==> config.mk <==
export PLATFORM = sky130hd
export DESIGN_NAME = beam_steering_sequencer
export DESIGN_NICKNAME = d
export VERILOG_FILES = /design/src/rtl/beam_steering_sequencer.sv
export SDC_FILE = /design/constraint.sdc
export NUM_CORES = 1
export LEC_CHECK = 0
export ABC_CLOCK_PERIOD_IN_PS = 5000
export CAP_MARGIN = 40
export CORE_UTILIZATION = 60
export CTS_CLUSTER_DIAMETER = 40
export DETAILED_ROUTE_END_ITERATION = 8
export PLACE_DENSITY_LB_ADDON = 0.15
export SKIP_CTS_REPAIR_TIMING = 1
export SKIP_LAST_GASP = 1
export SYNTH_ARGS = -nofsm -noshare
export SYNTH_HDL_FRONTEND = slang
export SYNTH_SLANG_ARGS = --single-unit
==> constraint.sdc <==
create_clock -name clk -period 5 [get_ports clk]
set_clock_uncertainty 0.15 [all_clocks]
set_input_delay 0.5 -clock clk [delete_from_list [all_inputs] [get_ports clk]]
set_output_delay 0.5 -clock clk [all_outputs]
set_load 0.05 [all_outputs]
==> src/rtl/beam_steering_sequencer.sv <==
// Purpose: loads host-programmed beam delay profiles into the beamformer's serial delay registers, single-shot or as a sweep.
// Latency: start -> dly_we=1 on the next clk edge; every bit is held until a committing ws_rise and advances one clk later.
// Backpressure: none; bit pacing is set purely by ws_rise, and stop aborts at once (priority over start and ws_rise).
//
// Ports:
//   clk, reset                 system clock, synchronous active-high reset
//   ws_rise                    one-clk pulse per ws_clk rising edge (clk domain)
//   cfg_we/beam/reg/delay      profile table write port, accepted in any state
//   start/sweep/start_beam     begin a single load (sweep=0) or a sweep (sweep=1) at start_beam
//   stop                       abort to IDLE
//   dwell_frames               ws frames spent on each beam in sweep (0 behaves as 1)
//   dly_sel/dly_data/dly_we    beamformer delay programming pins
//   busy, cur_beam, beam_loaded  status; beam_loaded pulses once per completed profile
module beam_steering_sequencer #(
  parameter int NUMBER_OF_CHANNELS = 4,
  parameter int BUFFER_SIZE        = 16,
  parameter int NUM_BEAMS          = 4,
  parameter int DWELL_WIDTH        = 8
) (
  input  logic                                    clk,
  input  logic                                    reset,
  input  logic                                    ws_rise,
  input  logic                                    cfg_we,
  input  logic [$clog2(NUM_BEAMS)-1:0]            cfg_beam,
  input  logic [$clog2(2*NUMBER_OF_CHANNELS)-1:0] cfg_reg,
  input  logic [$clog2(BUFFER_SIZE)-1:0]          cfg_delay,
  input  logic                                    start,
  input  logic                                    sweep,
  input  logic [$clog2(NUM_BEAMS)-1:0]            start_beam,
  input  logic                                    stop,
  input  logic [DWELL_WIDTH-1:0]                  dwell_frames,
  output logic [3:0]                              dly_sel,
  output logic                                    dly_data,
  output logic                                    dly_we,
  output logic                                    busy,
  output logic [$clog2(NUM_BEAMS)-1:0]            cur_beam,
  output logic                                    beam_loaded
);

  localparam int R     = 2 * NUMBER_OF_CHANNELS;
  localparam int IDX_W = $clog2(BUFFER_SIZE);
  localparam int BW    = $clog2(NUM_BEAMS);
  localparam int RW    = $clog2(R);
  localparam int BIT_W = (IDX_W > 1) ? $clog2(IDX_W) : 1;

  localparam logic [RW-1:0]    LAST_REG = RW'(R - 1);
  localparam logic [BIT_W-1:0] TOP_BIT  = BIT_W'(IDX_W - 1);
  localparam logic [BW-1:0]    LAST_BM  = BW'(NUM_BEAMS - 1);

  typedef enum logic [1:0] {
    S_IDLE,
    S_LOAD,
    S_DWELL
  } state_t;

  state_t                                  state_q, state_d;
  logic [BW-1:0]                           cur_beam_q, cur_beam_d;
  logic                                    sweep_q, sweep_d;
  logic [RW-1:0]                           r_q, r_d;
  logic [BIT_W-1:0]                        b_q, b_d;
  logic [IDX_W-1:0]                        holder_q, holder_d;
  logic [DWELL_WIDTH-1:0]                  frame_cnt_q, frame_cnt_d;
  logic [DWELL_WIDTH-1:0]                  dwell_tgt_q, dwell_tgt_d;
  logic                                    loaded_q, loaded_d;
  logic [NUM_BEAMS-1:0][R-1:0][IDX_W-1:0]  tbl_q, tbl_d;

  logic [RW-1:0] r_nxt;
  logic [BW-1:0] beam_nxt;

  assign r_nxt    = r_q + RW'(1);
  assign beam_nxt = (cur_beam_q == LAST_BM) ? '0 : cur_beam_q + BW'(1);

  // Register reads below use tbl_d, so a write on the same edge as a latch
  // is seen by that latch (write lands first).
  always_comb begin
    tbl_d = tbl_q;
    if (cfg_we) begin
      tbl_d[cfg_beam][cfg_reg] = cfg_delay;
    end
  end

  always_comb begin
    state_d     = state_q;
    cur_beam_d  = cur_beam_q;
    sweep_d     = sweep_q;
    r_d         = r_q;
    b_d         = b_q;
    holder_d    = holder_q;
    frame_cnt_d = frame_cnt_q;
    dwell_tgt_d = dwell_tgt_q;
    loaded_d    = 1'b0;

    if (stop) begin
      state_d = S_IDLE;
    end else begin
      case (state_q)
        S_IDLE: begin
          if (start) begin
            state_d    = S_LOAD;
            cur_beam_d = start_beam;
            sweep_d    = sweep;
            r_d        = '0;
            b_d        = TOP_BIT;
            holder_d   = tbl_d[start_beam][0];
          end
        end

        S_LOAD: begin
          // ws_rise while dly_we is high commits the bit currently on dly_data.
          if (ws_rise) begin
            if (b_q == '0) begin
              if (r_q == LAST_REG) begin
                loaded_d = 1'b1;
                if (sweep_q) begin
                  state_d     = S_DWELL;
                  frame_cnt_d = '0;
                  dwell_tgt_d = (dwell_frames == '0) ? DWELL_WIDTH'(1) : dwell_frames;
                end else begin
                  state_d = S_IDLE;
                end
              end else begin
                r_d      = r_nxt;
                b_d      = TOP_BIT;
                holder_d = tbl_d[cur_beam_q][r_nxt];
              end
            end else begin
              b_d = b_q - BIT_W'(1);
            end
          end
        end

        S_DWELL: begin
          if (ws_rise) begin
            if (frame_cnt_q + DWELL_WIDTH'(1) == dwell_tgt_q) begin
              state_d    = S_LOAD;
              cur_beam_d = beam_nxt;
              r_d        = '0;
              b_d        = TOP_BIT;
              holder_d   = tbl_d[beam_nxt][0];
            end else begin
              frame_cnt_d = frame_cnt_q + DWELL_WIDTH'(1);
            end
          end
        end

        default: state_d = S_IDLE;
      endcase
    end
  end

  always_ff @(posedge clk) begin
    if (reset) begin
      state_q     <= S_IDLE;
      cur_beam_q  <= '0;
      sweep_q     <= 1'b0;
      r_q         <= '0;
      b_q         <= '0;
      holder_q    <= '0;
      frame_cnt_q <= '0;
      dwell_tgt_q <= '0;
      loaded_q    <= 1'b0;
      tbl_q       <= '0;
    end else begin
      state_q     <= state_d;
      cur_beam_q  <= cur_beam_d;
      sweep_q     <= sweep_d;
      r_q         <= r_d;
      b_q         <= b_d;
      holder_q    <= holder_d;
      frame_cnt_q <= frame_cnt_d;
      dwell_tgt_q <= dwell_tgt_d;
      loaded_q    <= loaded_d;
      tbl_q       <= tbl_d;
    end
  end

  // Pins are driven straight from flops, so they only move on the clk after
  // a commit; outside LOAD select/data are parked at 0.
  always_comb begin
    dly_sel  = '0;
    dly_data = 1'b0;
    if (state_q == S_LOAD) begin
      dly_sel[RW-1:0] = r_q;
      dly_data        = holder_q[b_q];
    end
  end

  assign dly_we      = (state_q == S_LOAD);
  assign busy        = (state_q != S_IDLE);
  assign cur_beam    = cur_beam_q;
  assign beam_loaded = loaded_q;

endmodule

==> flow_metrics.py, run 1 <==
metrics = {
    "outcome": {
        "status": "completed",
    },
    "detailed_routing": {
        "wl_mm": 23.5,
        "drt-pass1-iter-count": 8,
        "vias": 7074,
        "drt_iter0_drc": 706,
        "drc_errors": 0,
        "via_per_inst": 6.32,
        "antenna_left": 0,
        "wl_per_cell_um": 21.0,
    },
    "cells_and_area": {
        "drive_above_1_share_pct": 9.00,
        "diodes": 0,
        "final_area_um2": 9170,
        "area_growth_pct": 13.2,
        "layout.nets": 968,
        "layout_common_cells": "187 x nor2_1, 159 x dfxtp_1, 149 x mux2i_1, 58 x nand2_1, 33 x clkdlybuf4s50_1",
        "final_core_util_pct": 69.5,
        "final_common_cell": "nor2_1",
    },
    "floorplanning": {
        "rows": 42,
        "die_height_um": 118,
        "core_um2": 13200,
        "die_area_um2": 14000,
        "start_util_pct": 61.4,
        "die_x_um": 118,
        "ios": 36,
    },
    "timing": {
        "worst_pin_slew_ps": 835,
        "maxSlewViolCount": 0,
        "finalCritPeriodShare_pct": 72.2,
        "holdWs_ps": 318,
        "rsz0062_at_grt": "no",
        "hold_viol_final": 0,
        "setup_viol": 0,
        "fin_setup_tns_ps": 0,
        "max_freq_mhz": 277,
        "finalCriticalPeriod_ps": 3610,
        "relSlewSlack_pct": 44.3,
    },
    "synth": {
        "seq_area_frac_synth_pct": 39.3,
        "synth_cell_type_count": 70,
        "syn_nets": 954,
        "synthArstFlopShare_pct": 0,
        "synth-edff-count": 0,
        "yosys_warnings": 0,
        "synth_cells": 918,
        "synth_ff_type": "dfxtp_1",
        "synth_area_um2": 8100,
        "syn_avg_cell_area_um2": 8.82,
        "ys_ff_latch": 159,
    },
    "global_route": {
        "antenna_found_initial": 0,
        "grt_pass1_wl_mm": 37.5,
        "busiest_layer": "met2",
        "grt_use_total_pct": 34.9,
        "grt.met2_usage_pct": 56.5,
        "grt.overflow.total": 0,
        "grt_max_degree": 84,
        "grt_pass1_vias": 6928,
        "grtUsageMet3_pct": 8.78,
        "use_met1_pct": 44.4,
    },
    "worst_hold_path": {
        "holdCritPathClass": "flip-flop to flip-flop",
    },
    "worst_setup_path": {
        "worstSetupStartpointType": "flip-flop",
        "critPathRequiredTime_ps": 5120,
        "cp-end-kind": "flip-flop",
        "crit_path_top_delay_cell": "nor4b_1",
        "critical_path.max_stage_delay_ps": 720,
        "cp_data_arrival_time_ps": 3740,
        "crit_fanout": 9,
        "crit_path_frequent_cell": "a211oi_1",
        "cp_cell_sequence": "ha_1, nor3b_1, a21o_1, a211oi_1, nor4b_1, a31oi_1, or4_1, a211oi_1, a211oi_1",
        "worst-setup-path-type": "flip-flop to flip-flop",
    },
    "place": {
        "place.gp.congestion": 0.947,
        "io_buffers": 34,
        "placed_cell_area_um2": 8580,
        "hpwl_mm": 16.2,
    },
    "clock_network": {
        "clk_pin_slew_ps": 60,
        "cts_buffers": 17,
        "cts-root-buf": "clkbuf_16",
        "clock_path_buffers": 2,
        "cts_max_level": 4,
        "cts_num_sinks": 159,
        "cts_tree": "built",
        "clock_latency_ps": 440,
    },
    "flow_run": {
        "drv_cap": 0,
    },
    "pwr": {
        "vdd_ir_drop_max_uv": 247,
        "p_leak_nw": 3.75,
        "power_density_nw_per_um2": 310,
    },
}
-- worst max-delay path, delay by kind of cell, from the launching register on --
kind                     cells  cell delay [ps]
AO/OA/AOI/OAI                5              860
AND/OR/NAND/NOR              3             1530
flip-flops                   1              500
adder cells (fa/ha/maj)      1              430
-- registers in the layout, indices dropped and copies added, names as in the netlist --
register	cells
b_q	2
beam_loaded	1
cur_beam	2
dwell_tgt_q	8
frame_cnt_q	8
holder_q	4
r_q	3
state_q	2
sweep_q	1
tbl_q	128
-- through the flow --
stage | power, W | setup WS, ps | std cells
after floorplan | 0.00148 | 2070 | 918
after global placement | 0.00156 | 1340 | 1086
after detailed placement | 0.00157 | 1230 | 1088
after CTS | 0.00285 | 1420 | 1119
after global routing | 0.00293 | 1110 | 1120
final | 0.00284 | 1390 | 1120
-- kinds of logic after synthesis --
family | share of synthesized area (%)
xor+xnor | 1.19
simple gates | 21.1
mux | 22.0
fa+ha+maj | 1.54
other cells | 0.0463
compound gates | 10.9
flops | 39.3
buf+inv | 3.95
-- layout make-up --
type	instances	area, um^2
multi-input cells	680	4600
fillers	1056	4020
flip-flops and latches	159	3180
repair buffers	58	523
clock buffers	19	453
well taps	176	220
clock inverters	12	135
inverters	16	60.1
-- where the power goes --
| part | switching (W) | internal [W] |
|---|---|---|
| sequential | 0.00000679 | 0.00128 |
| combinational | 0.000170 | 0.0000890 |
| clock | 0.000538 | 0.000762 |
| total | 0.000714 | 0.00213 |
-- final timing paths --
check                         startpoint                        to  slack, ps  cells after the start
max          frame_cnt_q[0]$_SDFFE_PP0P_  cur_beam[0]$_SDFFE_PP0P_       1390                      9
min reg2reg        tbl_q[102]$_SDFF_PP0_     tbl_q[102]$_SDFF_PP0_        320                      2
min                tbl_q[102]$_SDFF_PP0_     tbl_q[102]$_SDFF_PP0_        320                      2
max reg2reg  frame_cnt_q[0]$_SDFFE_PP0P_  cur_beam[0]$_SDFFE_PP0P_       1390                      9
-- Yosys cell counts (4+ instances only) --
master / n / share of area (%)
nor2_1: 187 / 8.7
dfxtp_1: 159 / 39
mux2i_1: 149 / 18
nand2_1: 58 / 2.7
clkbuf_1: 53 / 2.5
nand3_1: 26 / 1.6
a21oi_1: 22 / 1.4
nor3_1: 21 / 1.3
a22oi_1: 19 / 1.8
o21ai_0: 19 / 1.2
and2_1: 12 / 0.93
inv_1: 12 / 0.56
ha_1: 10 / 1.5
mux4_2: 10 / 2.8
a211oi_1: 9 / 0.83
nand2b_1: 9 / 0.70
nor4_1: 9 / 0.70
o22ai_1: 9 / 0.70
mux2_2: 6 / 0.83
nand4_1: 6 / 0.46
nor2b_1: 6 / 0.46
xor2_1: 6 / 0.65
o2111ai_1: 5 / 0.54
xnor2_1: 5 / 0.54
a211o_1: 4 / 0.43
a221oi_1: 4 / 0.43
a31oi_1: 4 / 0.31
buf_2: 4 / 0.25
nand3b_1: 4 / 0.37
o211ai_1: 4 / 0.37
-- layer usage --
metal  routed length, um  vias to the layer above
met5                   0                        -
met4                 629                        0
met3                1870                       53
met2               11200                      345
met1                9860                     3394
li1                    -                     3282
Power figures use the tool's default switching activity.
==> run 2, diff against run 1 <==
ABC_CLOCK_PERIOD_IN_PS = 3500   (was 5000)
clock period = 3.5 ns   (was 5 ns; I/O delays follow)
==> flow_metrics.py, run 2 (synthesis gave the netlist of run 1 again) <==
metrics = {
    "detailed_routing": {
        "vias": 7402,
        "antenna_left": 0,
        "wl_mm": 24.8,
        "drt_iter0_drc": 651,
        "drc_errors": 0,
        "via_per_inst": 6.40,
        "drt-pass1-iter-count": 6,
        "wl_per_cell_um": 21.5,
    },
    "timing": {
        "finalCritPeriodShare_pct": 96.4,
        "finalCriticalPeriod_ps": 3370,
        "layout_setup_ws_ps": 127,
        "fin_setup_tns_ps": 0,
        "hold_viol_final": 0,
        "rsz0062_at_grt": "no",
        "relSlewSlack_pct": 46.2,
        "setup_viol": 0,
        "worst_pin_slew_ps": 807,
        "maxSlewViolCount": 0,
        "max_freq_mhz": 296,
    },
    "cells_and_area": {
        "reg.largest.list": "tbl_q (128), dwell_tgt_q (8), frame_cnt_q (8)",
        "layout_common_cells": "187 x nor2_1, 159 x dfxtp_1, 149 x mux2i_1, 59 x buf_4, 58 x nand2_1",
        "drive_above_1_share_pct": 12.3,
        "layout.nets": 1003,
        "diodes": 0,
        "num-fill-cells": 1009,
        "largest_reg_flops": 128,
        "area_growth_pct": 17.2,
        "final_common_cell": "nor2_1",
        "largest-register": "tbl_q",
    },
    "worst_setup_path": {
        "crit_path_top_delay_cell": "nor4b_1",
        "worst-setup-path-type": "flip-flop to flip-flop",
        "startpoint": "frame_cnt_q[0]$_SDFFE_PP0P_",
        "crit_end": "cur_beam[0]$_SDFFE_PP0P_",
        "critical_path.max_stage_delay_ps": 560,
        "critPathRequiredTime_ps": 3620,
        "r2r_slack_ps": 130,
        "cp.depth": 10,
        "rr_worst_depth": 10,
        "cp_data_arrival_time_ps": 3500,
        "r2r-end": "cur_beam[0]$_SDFFE_PP0P_",
        "crit_fanout": 9,
        "cp_num_buf_inv": 1,
        "cp_cell_sequence": "ha_2, nor3b_1, a21o_1, a211oi_1, nor4b_1, buf_4, a31oi_1, or4_1, a211oi_1, a211oi_1",
        "reg2reg_from": "frame_cnt_q[0]$_SDFFE_PP0P_",
        "cp-end-kind": "flip-flop",
        "crit_family": "simple AND/OR/NAND/NOR gates",
        "crit_path_frequent_cell": "a211oi_1",
        "worstSetupStartpointType": "flip-flop",
    },
    "clock_network": {
        "cts-root-buf": "clkbuf_16",
        "cts_num_sinks": 159,
        "cts_buffers": 17,
        "clock_path_buffers": 2,
        "cts_max_level": 4,
        "clk_pin_slew_ps": 70,
        "cts_tree": "built",
        "clock_latency_ps": 430,
    },
    "global_route": {
        "antenna_found_initial": 0,
        "grt_pass1_vias": 7148,
        "grt_max_degree": 88,
        "grt_use_total_pct": 36.5,
        "grtUsageMet3_pct": 6.66,
        "busiest_layer": "met2",
        "use_met1_pct": 47.9,
        "grt.overflow.total": 0,
        "grt_pass1_wl_mm": 39.2,
        "grt.met2_usage_pct": 60.1,
    },
    "floorplanning": {
        "die_height_um": 118,
        "die_x_um": 118,
        "rows": 42,
        "core_um2": 13200,
        "ios": 36,
        "die_area_um2": 14000,
        "start_util_pct": 61.4,
    },
    "worst_hold_path": {
        "holdCritPathClass": "input port to flip-flop",
    },
    "place": {
        "pre_cts_slack_ps": -213,
        "hpwl_mm": 17.6,
        "io_buffers": 34,
        "place.gp.congestion": 0.914,
    },
    "pwr": {
        "power_density_nw_per_um2": 445,
        "vdd_ir_drop_max_uv": 660,
        "p_leak_nw": 3.94,
    },
    "outcome": {
        "status": "completed",
    },
    "flow_run": {
        "drv_cap": 0,
    },
}
==> run 2: changes by cell type in the layout (fill, tap and decap cells not counted), sizes merged <==
| cell | previous run | this run |
|---|---|---|
| clkinv | 6 | 4 |
| buf | 24 | 60 |
| clkbuf | 20 | 18 |
| bufinv | 2 | 4 |
| clkinvlp | 3 | 4 |
| inv | 17 | 18 |
==> run 2: layout make-up <==
class | instances | area (um^2) | share of cell area (%)
multi-input combinational | 680 | 4600 | 48.5
sequential | 159 | 3180 | 33.5
timing repair buffer | 93 | 793 | 8.36
clock buffer | 18 | 429 | 4.52
tap | 176 | 220 | 2.32
clock inverter | 14 | 205 | 2.16
inverter | 16 | 60.1 | 0.633
==> run 2: power by group <==
| part | switching [W] | internal, W |
|---|---|---|
| registers | 0.00000951 | 0.00183 |
| clock network | 0.000788 | 0.00121 |
| logic | 0.000252 | 0.000140 |
| total | 0.00105 | 0.00317 |
==> run 2: metal layers <==
metal	vias to the layer above	share of wire [%]
met3	55	7.8
met1	3634	42
met4	0	2.7
li1	3342	-
met5	-	0
met2	371	48
==> run 2: worst min-delay path by stage <==
stage	endpoint	cells after the start	from
final	dwell_tgt_q[6]$_SDFFE_PP0P_	2	reset
after global routing	tbl_q[102]$_SDFF_PP0_	2	tbl_q[102]$_SDFF_PP0_
after CTS	tbl_q[36]$_SDFF_PP0_	2	tbl_q[36]$_SDFF_PP0_
after detailed placement	tbl_q[36]$_SDFF_PP0_	2	tbl_q[36]$_SDFF_PP0_
after global placement	tbl_q[36]$_SDFF_PP0_	2	tbl_q[36]$_SDFF_PP0_
after floorplan	tbl_q[36]$_SDFF_PP0_	2	tbl_q[36]$_SDFF_PP0_
==> run 2: worst register-to-register path: stages (launching register included) <==
cell	delay [ps]
dfxtp_1	500
ha_2	360
nor3b_1	250
a21o_1	120
a211oi_1	60
nor4b_1	560
buf_4	230
a31oi_1	130
or4_1	510
a211oi_1	260
a211oi_1	80
==> run 2: stage by stage <==
stage	power [W]	hold WS [ps]	util, %	cell area [um^2]	std cells
after detailed placement	0.00226	306	67.1	8850	1124
after global placement	0.00225	296	67.1	8850	1124
after CTS	0.00423	315	71.9	9490	1156
final	0.00422	316	71.9	9490	1156
after floorplan	0.00211	286	-	8100	918
after global routing	0.00433	336	71.9	9490	1156
==> run 3, diff against run 2 <==
PLACE_DENSITY = 0.88   (was unset)
PLACE_DENSITY_LB_ADDON = unset   (was 0.15)
==> flow_metrics.py, run 3 (synthesis gave the netlist of run 1 again) <==
metrics = {
    "outcome": {
        "status": "completed",
    },
    "pwr": {
        "power_density_nw_per_um2": 436,
        "p_sw_w": 0.00110,
        "power_w": 0.00409,
        "p_leak_nw": 3.89,
        "swShare_pct": 26.8,
        "p_int_w": 0.00299,
        "clkPwrFrac_pct": 45.7,
        "pwr-share-seq_pct": 45.0,
        "vdd_ir_drop_max_uv": 557,
        "combPwrFrac_pct": 9.3,
    },
    "place": {
        "place.gp.congestion": 1.01,
        "io_buffers": 34,
        "hpwl_mm": 15.7,
        "pre_cts_slack_ps": -42.8,
    },
    "worst_hold_path": {
        "min_from": "reset",
        "holdCritPathClass": "input port to flip-flop",
    },
    "global_route": {
        "grt_pass1_vias": 7130,
        "antenna_found_initial": 0,
        "grt_max_degree": 74,
        "grt_pass1_wl_mm": 36.8,
        "grt_use_total_pct": 33.8,
        "grt.overflow.total": 0,
    },
    "timing": {
        "max_freq_mhz": 322,
        "finalCriticalPeriod_ps": 3100,
        "holdWs_ps": 276,
        "setup_viol": 0,
        "worst_pin_slew_ps": 809,
        "layout_setup_ws_ps": 398,
        "rsz0062_at_grt": "no",
        "relSlewSlack_pct": 45.9,
        "hold_viol_final": 0,
        "maxSlewViolCount": 0,
        "finalCritPeriodShare_pct": 88.6,
    },
    "floorplanning": {
        "core_um2": 13200,
        "die_area_um2": 14000,
        "die_height_um": 118,
        "die_x_um": 118,
        "ios": 36,
        "rows": 42,
        "start_util_pct": 61.4,
    },
    "worst_setup_path": {
        "crit_fanout": 9,
        "cp-end-kind": "flip-flop",
        "r2r_slack_ps": 400,
        "startpoint": "frame_cnt_q[0]$_SDFFE_PP0P_",
        "r2r-end": "cur_beam[0]$_SDFFE_PP0P_",
        "rr_worst_depth": 10,
        "critPathRequiredTime_ps": 3640,
        "reg2reg_from": "frame_cnt_q[0]$_SDFFE_PP0P_",
        "worstSetupStartpointType": "flip-flop",
        "worst-setup-path-type": "flip-flop to flip-flop",
        "crit_end": "cur_beam[0]$_SDFFE_PP0P_",
        "cp_data_arrival_time_ps": 3240,
    },
    "clock_network": {
        "cts-root-buf": "clkbuf_16",
        "cts_num_sinks": 159,
        "clock_path_buffers": 2,
        "clock_latency_ps": 440,
        "cts_max_level": 4,
        "cts_buffers": 17,
        "cts_tree": "built",
        "clk_pin_slew_ps": 60,
    },
    "cells_and_area": {
        "num-fill-cells": 952,
        "largest-register": "tbl_q",
        "area_growth_pct": 15.7,
        "layout.nets": 992,
        "largest_reg_flops": 128,
        "diodes": 0,
        "reg.largest.list": "tbl_q (128), dwell_tgt_q (8), frame_cnt_q (8)",
        "layout_common_cells": "187 x nor2_1, 159 x dfxtp_1, 149 x mux2i_1, 58 x nand2_1, 47 x buf_4",
        "drive_above_1_share_pct": 11.4,
        "final_common_cell": "nor2_1",
    },
    "detailed_routing": {
        "drt_iter0_drc": 934,
        "drt-pass1-iter-count": 6,
        "wl_per_cell_um": 20.2,
        "antenna_left": 0,
        "wl_mm": 23.2,
        "wl_met1_mm": 9.43,
        "vias": 7342,
        "routed.top_layer": "met4",
        "met2_wirelength_mm": 10.7,
        "drc_errors": 0,
        "dr_wl_met3_mm": 2.20,
        "via_per_inst": 6.41,
    },
    "flow_run": {
        "drv_cap": 0,
    },
}
run 3: routing by layer:
metal	vias to the layer above	GRT usage (%)
li1	3329	-
met1	3500	42.7
met2	439	53.9
met3	74	8.35
met4	0	16.6
met5	-	0
run 3: area by class of cell:
cell class / instances / area, um^2 / share of cell area (%)
multi-input cells: 680 / 4600 / 49.0
flip-flops and latches: 159 / 3180 / 34.0
repair buffers: 82 / 723 / 7.72
clock buffers: 18 / 439 / 4.69
well taps: 176 / 220 / 2.35
clock inverters: 14 / 151 / 1.62
inverters: 16 / 60.1 / 0.641
run 3: critical path, stage by stage, from the launching register on:
cell and delay [ps]:
dfxtp_1 460, ha_1 410, nor3b_1 230, a21o_1 100, a211oi_1 70, nor4b_1 360
buf_4 190, a31oi_1 140, or4_1 520, a211oi_1 260, a211oi_1 70
run 3: how the worst min path moves through the flow:
stage	to	slack, ps	cells after the start
after global placement	tbl_q[102]$_SDFF_PP0_	300	2
after global routing	frame_cnt_q[1]$_SDFFE_PP0P_	300	2
after floorplan	tbl_q[36]$_SDFF_PP0_	290	2
after detailed placement	tbl_q[102]$_SDFF_PP0_	300	2
after CTS	dwell_tgt_q[3]$_SDFFE_PP0P_	270	2
final	dwell_tgt_q[1]$_SDFFE_PP0P_	280	2
run 3: through the flow:
step	instance area [um^2]	setup TNS, ps	std cells	utilization (%)
global placement	8770	0	1111	66.5
floorplan	8100	0	918	-
detailed placement	8770	-42.8	1111	66.5
global route	9370	0	1145	71.1
CTS	9360	0	1143	70.9
finish	9370	0	1145	71.1
run 3: power groups by stage:
stage                     registers (W)  clock network (W)  logic, W
final                           0.00184            0.00187  0.000382
after CTS                       0.00184            0.00187  0.000366
after global routing            0.00184            0.00193  0.000401
after global placement          0.00188                  0  0.000358
after detailed placement        0.00188                  0  0.000364
after floorplan                 0.00188                  0  0.000228
